$ cat config.mk
export PLATFORM = sky130hd
export DESIGN_NAME = pp_accumulate_normalizer
export DESIGN_NICKNAME = d
export VERILOG_FILES = /design/src/rtl/pp_accumulate_normalizer.sv
export SDC_FILE = /design/constraint.sdc
export NUM_CORES = 1
export LEC_CHECK = 0
export CAP_MARGIN = 15
export CORE_ASPECT_RATIO = 0.6
export CORE_MARGIN = 2
export CORE_UTILIZATION = 55
export CTS_CLUSTER_DIAMETER = 80
export DETAILED_ROUTE_END_ITERATION = 7
export PLACE_DENSITY = 0.72
export SLEW_MARGIN = 25
export SYNTH_ARGS = -nofsm -noshare
export SYNTH_HDL_FRONTEND = slang
export SYNTH_SLANG_ARGS = --single-unit
$ cat constraint.sdc
create_clock -name clk -period 12.6 [get_ports clk]
set_clock_uncertainty 0.2 [all_clocks]
set_input_delay 3.15 -clock clk [delete_from_list [all_inputs] [get_ports clk]]
set_output_delay 3.15 -clock clk [all_outputs]
set_load 0.01 [all_outputs]
$ cat src/rtl/pp_accumulate_normalizer.sv
// rtl/pp_accumulate_normalizer.sv - exact partial-product accumulator, normalised/rounded to S|E5|M2
// Define PPACC_RNE_EN for round-to-nearest-even; otherwise the mantissa is truncated.
module pp_accumulate_normalizer #(
  parameter int ACC_W    = 48,
  parameter int PP_BIAS  = 15,
  parameter int IMG_BIAS = 15
) (
  input  logic       clk,
  input  logic       rst_n,
  input  logic       in_valid,
  output logic       in_ready,
  input  logic [3:0] in_pp,
  input  logic [5:0] in_exp,
  input  logic       in_last,
  output logic       out_valid,
  input  logic       out_ready,
  output logic [7:0] out_image
);
  localparam int PW = $clog2(ACC_W);
  localparam logic signed [9:0] E_OFF = 10'(IMG_BIAS - PP_BIAS - 2);

  typedef enum logic [1:0] {ST_ACC, ST_NORM, ST_OUT} state_t;

  state_t                  state_q;
  logic signed [ACC_W-1:0] acc_q;
  logic signed [ACC_W-1:0] acc_d;
  logic                    in_ready_q;
  logic                    out_valid_q;
  logic [7:0]              out_image_q;
  logic [7:0]              image_d;

  logic [ACC_W-1:0]        term;
  logic [ACC_W-1:0]        mag;
  logic                    sign;
  logic [PW-1:0]           p;
  logic [1:0]              m;
  logic                    round_up;
  logic [2:0]              mant_r;
  logic signed [9:0]       e_raw;
  logic signed [9:0]       e_rnd;

  assign term  = ACC_W'(in_pp[2:0]) << in_exp;
  assign acc_d = in_pp[3] ? acc_q - term : acc_q + term;

  assign sign = acc_q[ACC_W-1];
  assign mag  = sign ? ACC_W'(-acc_q) : ACC_W'(acc_q);

  always_comb begin
    p = '0;
    for (int i = 0; i < ACC_W; i++) begin
      if (mag[i]) p = PW'(i);
    end
  end

`ifdef PPACC_RNE_EN
  // ext >> p places the leading one at bit 3, so the low 3 bits are {M, guard}
  logic [ACC_W+2:0] ext;
  logic [2:0]       mg;
  logic             sticky;
  assign ext      = {mag, 3'b000};
  assign mg       = 3'(ext >> p);
  assign m        = mg[2:1];
  assign sticky   = |(ext & ~({(ACC_W+3){1'b1}} << p));
  assign round_up = mg[0] & (sticky | mg[1]);
`else
  logic [ACC_W+1:0] ext;
  assign ext      = {mag, 2'b00};
  assign m        = 2'(ext >> p);
  assign round_up = 1'b0;
`endif

  assign mant_r = {1'b0, m} + {2'b00, round_up};
  assign e_raw  = $signed(10'(p)) + E_OFF;
  assign e_rnd  = e_raw + $signed({9'd0, mant_r[2]});

  always_comb begin
    image_d = 8'h00;
    if (acc_q == '0) begin
      image_d = 8'h00;
    end else if (e_rnd > 10'sd30) begin
      image_d = {sign, 5'd30, 2'b11};
    end else if (e_rnd < 10'sd1) begin
      image_d = {sign, 7'd0};
    end else begin
      image_d = {sign, e_rnd[4:0], mant_r[1:0]};
    end
  end

  always_ff @(posedge clk) begin
    if (!rst_n) begin
      state_q     <= ST_ACC;
      acc_q       <= '0;
      in_ready_q  <= 1'b0;
      out_valid_q <= 1'b0;
      out_image_q <= 8'h00;
    end else begin
      case (state_q)
        ST_ACC: begin
          in_ready_q <= 1'b1;
          if (in_valid && in_ready_q) begin
            acc_q <= acc_d;
            if (in_last) begin
              in_ready_q <= 1'b0;
              state_q    <= ST_NORM;
            end
          end
        end
        ST_NORM: begin
          out_image_q <= image_d;
          out_valid_q <= 1'b1;
          state_q     <= ST_OUT;
        end
        ST_OUT: begin
          if (out_ready) begin
            acc_q       <= '0;
            out_valid_q <= 1'b0;
            in_ready_q  <= 1'b1;
            state_q     <= ST_ACC;
          end
        end
        default: state_q <= ST_ACC;
      endcase
    end
  end

  assign in_ready  = in_ready_q;
  assign out_valid = out_valid_q;
  assign out_image = out_image_q;

endmodule
* Word level (Yosys, flattened, before mapping)
Index checks and enable logic that the tools add are counted.
Operators by class: add/sub/neg operators 4, $lt $le $gt $ge 2, equality and inequality tests 5, shift-type cells 2, multiplexer cells 65, reductions and logical operators 9
Operators with widths (count):
- $mux 6 | 46
- $mux 48 | 4
- $pmux 48 s2 | 1
- $shr 50x6->2 | 1
- $add 48x48->48 | 1
- $logic_not 48->1 | 1
- $neg 48->48 | 1
- $shl 3x6->48 | 1
- $sub 48x48->48 | 1
- $mux 7 | 2
- $add 7x2->8 const B | 1
- $gt 8x6->1 const B | 1
- $lt 8x2->1 const B | 1
- $mux 8 | 1
- $mux 2 | 3
- $ne 2x2->1 const B | 3
- $pmux 2 s3 | 1
- $reduce_and 3->1 | 2
- $mux 1 | 5
- $pmux 1 s2 | 2
- $reduce_and 2->1 | 2
- $reduce_bool 2->1 | 2
- $eq 2x1->1 const B | 1
- $eq 2x2->1 const B | 1
- 2 further kinds | 2
Word-level totals: register bits after elaboration 60, output and inout bits 10

* Depth between registers and ports, before layout
word-level depth 54, gate-level depth with buffers 29, mapped depth without buffers 24

* Worst setup path after synthesis
OpenSTA, ideal clock, no wires.
path type input-to-reg, start point input in_pp[2], end point register acc_q[41], setup time 128 ps, arrival time 7776 ps, slack 4496 ps, stages 25, path buffers 3, cells stage by stage clkbuf_1 > mux2_2 > mux2_2 > o21ai_1 > a21oi_1 > and3b_1 > clkbuf_1 > and2_1 > clkbuf_1 > o21ai_1 > nor2_1 > o21ai_0 > a21oi_1 > a21oi_1 > ha_1 > a21o_1 > a21o_1 > a21o_1 > a22o_1 > a21oi_1 > a211oi_1 > o21a_1 > or3_1 > a32oi_1 > nor2_1
Between the ends: longest elaborated chain between the ends 5, elaborated cells on any way between the ends 6
RTL lines:
- from (decl) | line 12 | input logic [3:0] in_pp,
- $shl 3x6->48 * | line 42 | assign term = ACC_W'(in_pp[2:0]) << in_exp;
- $add 48x48->48 or $sub 48x48->48 (tied branches) | line 43 | assign acc_d = in_pp[3] ? acc_q - term : acc_q + term;
- $mux 48 * | line 43
- $mux 48 * | line 100 | if (in_valid && in_ready_q) begin
- $pmux 48 s2 * | line 97 | case (state_q)
- to (signal assigned) | line 92 | acc_q <= '0;
- to (signal assigned) | line 101 | acc_q <= acc_d;
- to (signal assigned) | line 115 | acc_q <= '0;
- to (decl) | line 25 | logic signed [ACC_W-1:0] acc_q;
Every way passes the cells marked *; elsewhere a longest branch is shown, timed or not. The select of a mux whose other input is x is not followed. A chain may end at the register's enable or synchronous reset.

* Worst setup path in the final report
start point input in_exp[0], end point register acc_q[41]
Between the ends: longest elaborated chain between the ends 5, elaborated cells on any way between the ends 6
RTL lines:
- from (decl) | line 13 | input logic [5:0] in_exp,
- $shl 3x6->48 * | line 42
- $add 48x48->48 or $sub 48x48->48 (tied branches) | line 43
- $mux 48 * | line 43
- $mux 48 * | line 100
- $pmux 48 s2 * | line 97
Marked as above.

==> results.cfg <==
[routing]
antenna_left = 0
vias_per_cell = 7.16
drt_wl_total_um = 42700
drc = 0
dr_total_vias = 13200
wl_met3_um = 6490
firstDrtPassIters = 6
wl_met2_um = 15400
avgRoutedWirePerCell_um = 23.2
routed.top_layer = met4
drt-initial-drc-count = 1992
met1_length_um = 20300

[clocking]
cts_root_buf = clkbuf_16
holdBufCountCts = 0
cts_setup_buffers = 0
clkSinkCount = 60
htree_levels = 3
cts_tree = done
clockBufferDepth = 2
cts_made_buffers = 9
clock_latency_ns = 0.37
path_clk_slew_ns = 0.06
cts_resized = 0

[finish]
layout_commonest_cell = nor2_1
insertedDiodeCount = 0
multiInputGateArea_um2 = 9210
syn_to_final_growth_pct = 4.38
fillers = 1977
stdcell_area_um2 = 11600
fin_util = 0.582
mostFrequentLayoutCells = nor2_1 (186), nand2_1 (151), a21oi_1 (138)
nets = 1628
seqCellArea_um2 = 1200
layout-drive-gt1-share = 0.0676

[yosys]
syn_area_per_cell_um2 = 6.76
ys_types = 110
syn_nets = 1703
syn-cell-area_um2 = 11100
ys_seq_elements = 60
ys.flop_type = dfxtp_1
synthCells = 1637
async_reset_ff_frac = 0
synth_edf_count = 0
yosysSeqAreaShare = 0.108
ys_warn_count = 0

[sta]
max_freq_mhz = 98.8
final_max_slew_viol_count = 0
hold_viol = 0
finalSetupViolations = 0
tns_ns = 0
slew_headroom = 0.252
rsz0062_at_grt = false
fin_crit_sh = 0.803
worst_pin_slew_ns = 1.11
period_needed_ns = 10.12

[die]
rows = 40
start_util = 0.557
die_width_um = 187
fp.dieH_um = 114
placeableCoreArea_um2 = 19900
ios = 25
dieArea_um2 = 21300

[power_and_ir_drop]
power_density_nw_per_um2 = 229
ir_worst_vdd_uv = 109
p_leak_nw = 4.40

[critical_path]
critical_path_class = input port to flip-flop
worstPathArrival_ns = 10.14
critical_path_peak_fanout = 14
cp-start-kind = input port
cp.required_ns = 12.62
cp-end-kind = flip-flop

[grt]
grt_usage = 0.393
grt-ovfl-total = 0
grt_pass1_vias = 11400
grt_max_degree = 79
antenna_found_initial = 1
grt_pass1_wl_um = 66200

[placement]
dp_hpwl_um = 32800
placed_area_um2 = 11200
port_buffers = 24
gp_congestion = 1.03

[outcome]
outcome = finished clean

[min_path]
hold_class = flip-flop to flip-flop

[flow_run]
cap_violations = 0
routing by layer:
| metal | track usage | vias up |
|---|---|---|
| li1 | - | 6047 |
| met1 | 0.604 | 6237 |
| met2 | 0.502 | 841 |
| met3 | 0.165 | 58 |
| met4 | 0.0529 | 0 |
| met5 | 0 | - |
kinds of logic (layout without fill, tap and decap cells):
logic type	after synthesis	after routing	synth area share
compound gates	588	588	0.369
xor+xnor	102	102	0.0807
fa+ha+maj	51	51	0.0583
buf+inv	165	95	0.0617
flops	60	60	0.108
mux	18	18	0.0180
simple gates	653	653	0.304
synth_stat cells (23+ instances only):
library cell	count	area [um^2]
a211oi_1	30	225
a21o_1	36	270
a21oi_1	138	691
a22oi_1	40	300
a31oi_1	30	188
clkbuf_1	91	342
dfxtp_1	60	1200
ha_1	50	626
inv_1	36	135
nand2_1	151	567
nand3_1	53	265
nor2_1	186	698
nor3_1	53	265
o211ai_1	23	173
o21ai_0	81	405
xnor2_1	62	543
xor2_1	40	350
sequential cells by signal, indices dropped and copies added (netlist names):
name,flops
out_image,8
out_valid,1
acc_q,48
state_q,2
in_ready,1
final cells by class:
type,instances,share of cell area
Tap cell,273,0.0296
Multi-Input combinational cell,1412,0.797
Inverter,40,0.0134
Clock buffer,9,0.0195
Timing Repair Buffer,39,0.0301
Clock inverter,7,0.00650
Sequential cell,60,0.104
report_power, final:
part	internal (mW)	total, mW	switching [mW]	leakage [nW]
Combinational	0.719	2.09	1.37	3.77
Clock	0.154	0.261	0.107	0.138
Sequential	0.216	0.301	0.0850	0.490
critical path, cell delays in order:
cell,delay (ns)
clkdlybuf4s50_1,0.76
mux2i_1,0.59
o32a_1,0.72
o211ai_1,0.41
o21ai_0,0.30
and3b_1,0.33
and2_1,0.37
a21oi_1,0.11
o32a_1,0.32
ha_1,0.34
a211oi_1,0.31
nand2_1,0.09
a31oi_1,0.13
a21boi_0,0.44
o21ai_0,0.29
a21oi_1,0.54
a211oi_1,0.16
o21a_1,0.22
or3_1,0.31
a32oi_1,0.20
nor2_1,0.06
path summary, 6_finish.rpt:
path / startpoint / cells after the start / endpoint / slack (ns)
max reg2reg: acc_q[1] / 17 / out_image[0] / 5.44
min reg2reg: out_image[2] / 2 / out_image[2] / 0.26
max: in_exp[0] / 21 / acc_q[41] / 2.48
min: out_image[2] / 2 / out_image[2] / 0.26
stage by stage:
stage	total power, mW	hold WS [ns]	instances	setup WS [ns]
finish	2.65	0.260	1840	2.48
global route	2.80	0.273	1840	2.01
CTS	2.53	0.263	1840	2.81
detailed placement	2.26	0.257	1824	2.45
global placement	2.25	0.239	1824	2.54
floorplan	1.78	0.276	1637	4.50
(Power assumes the default switching activity.)
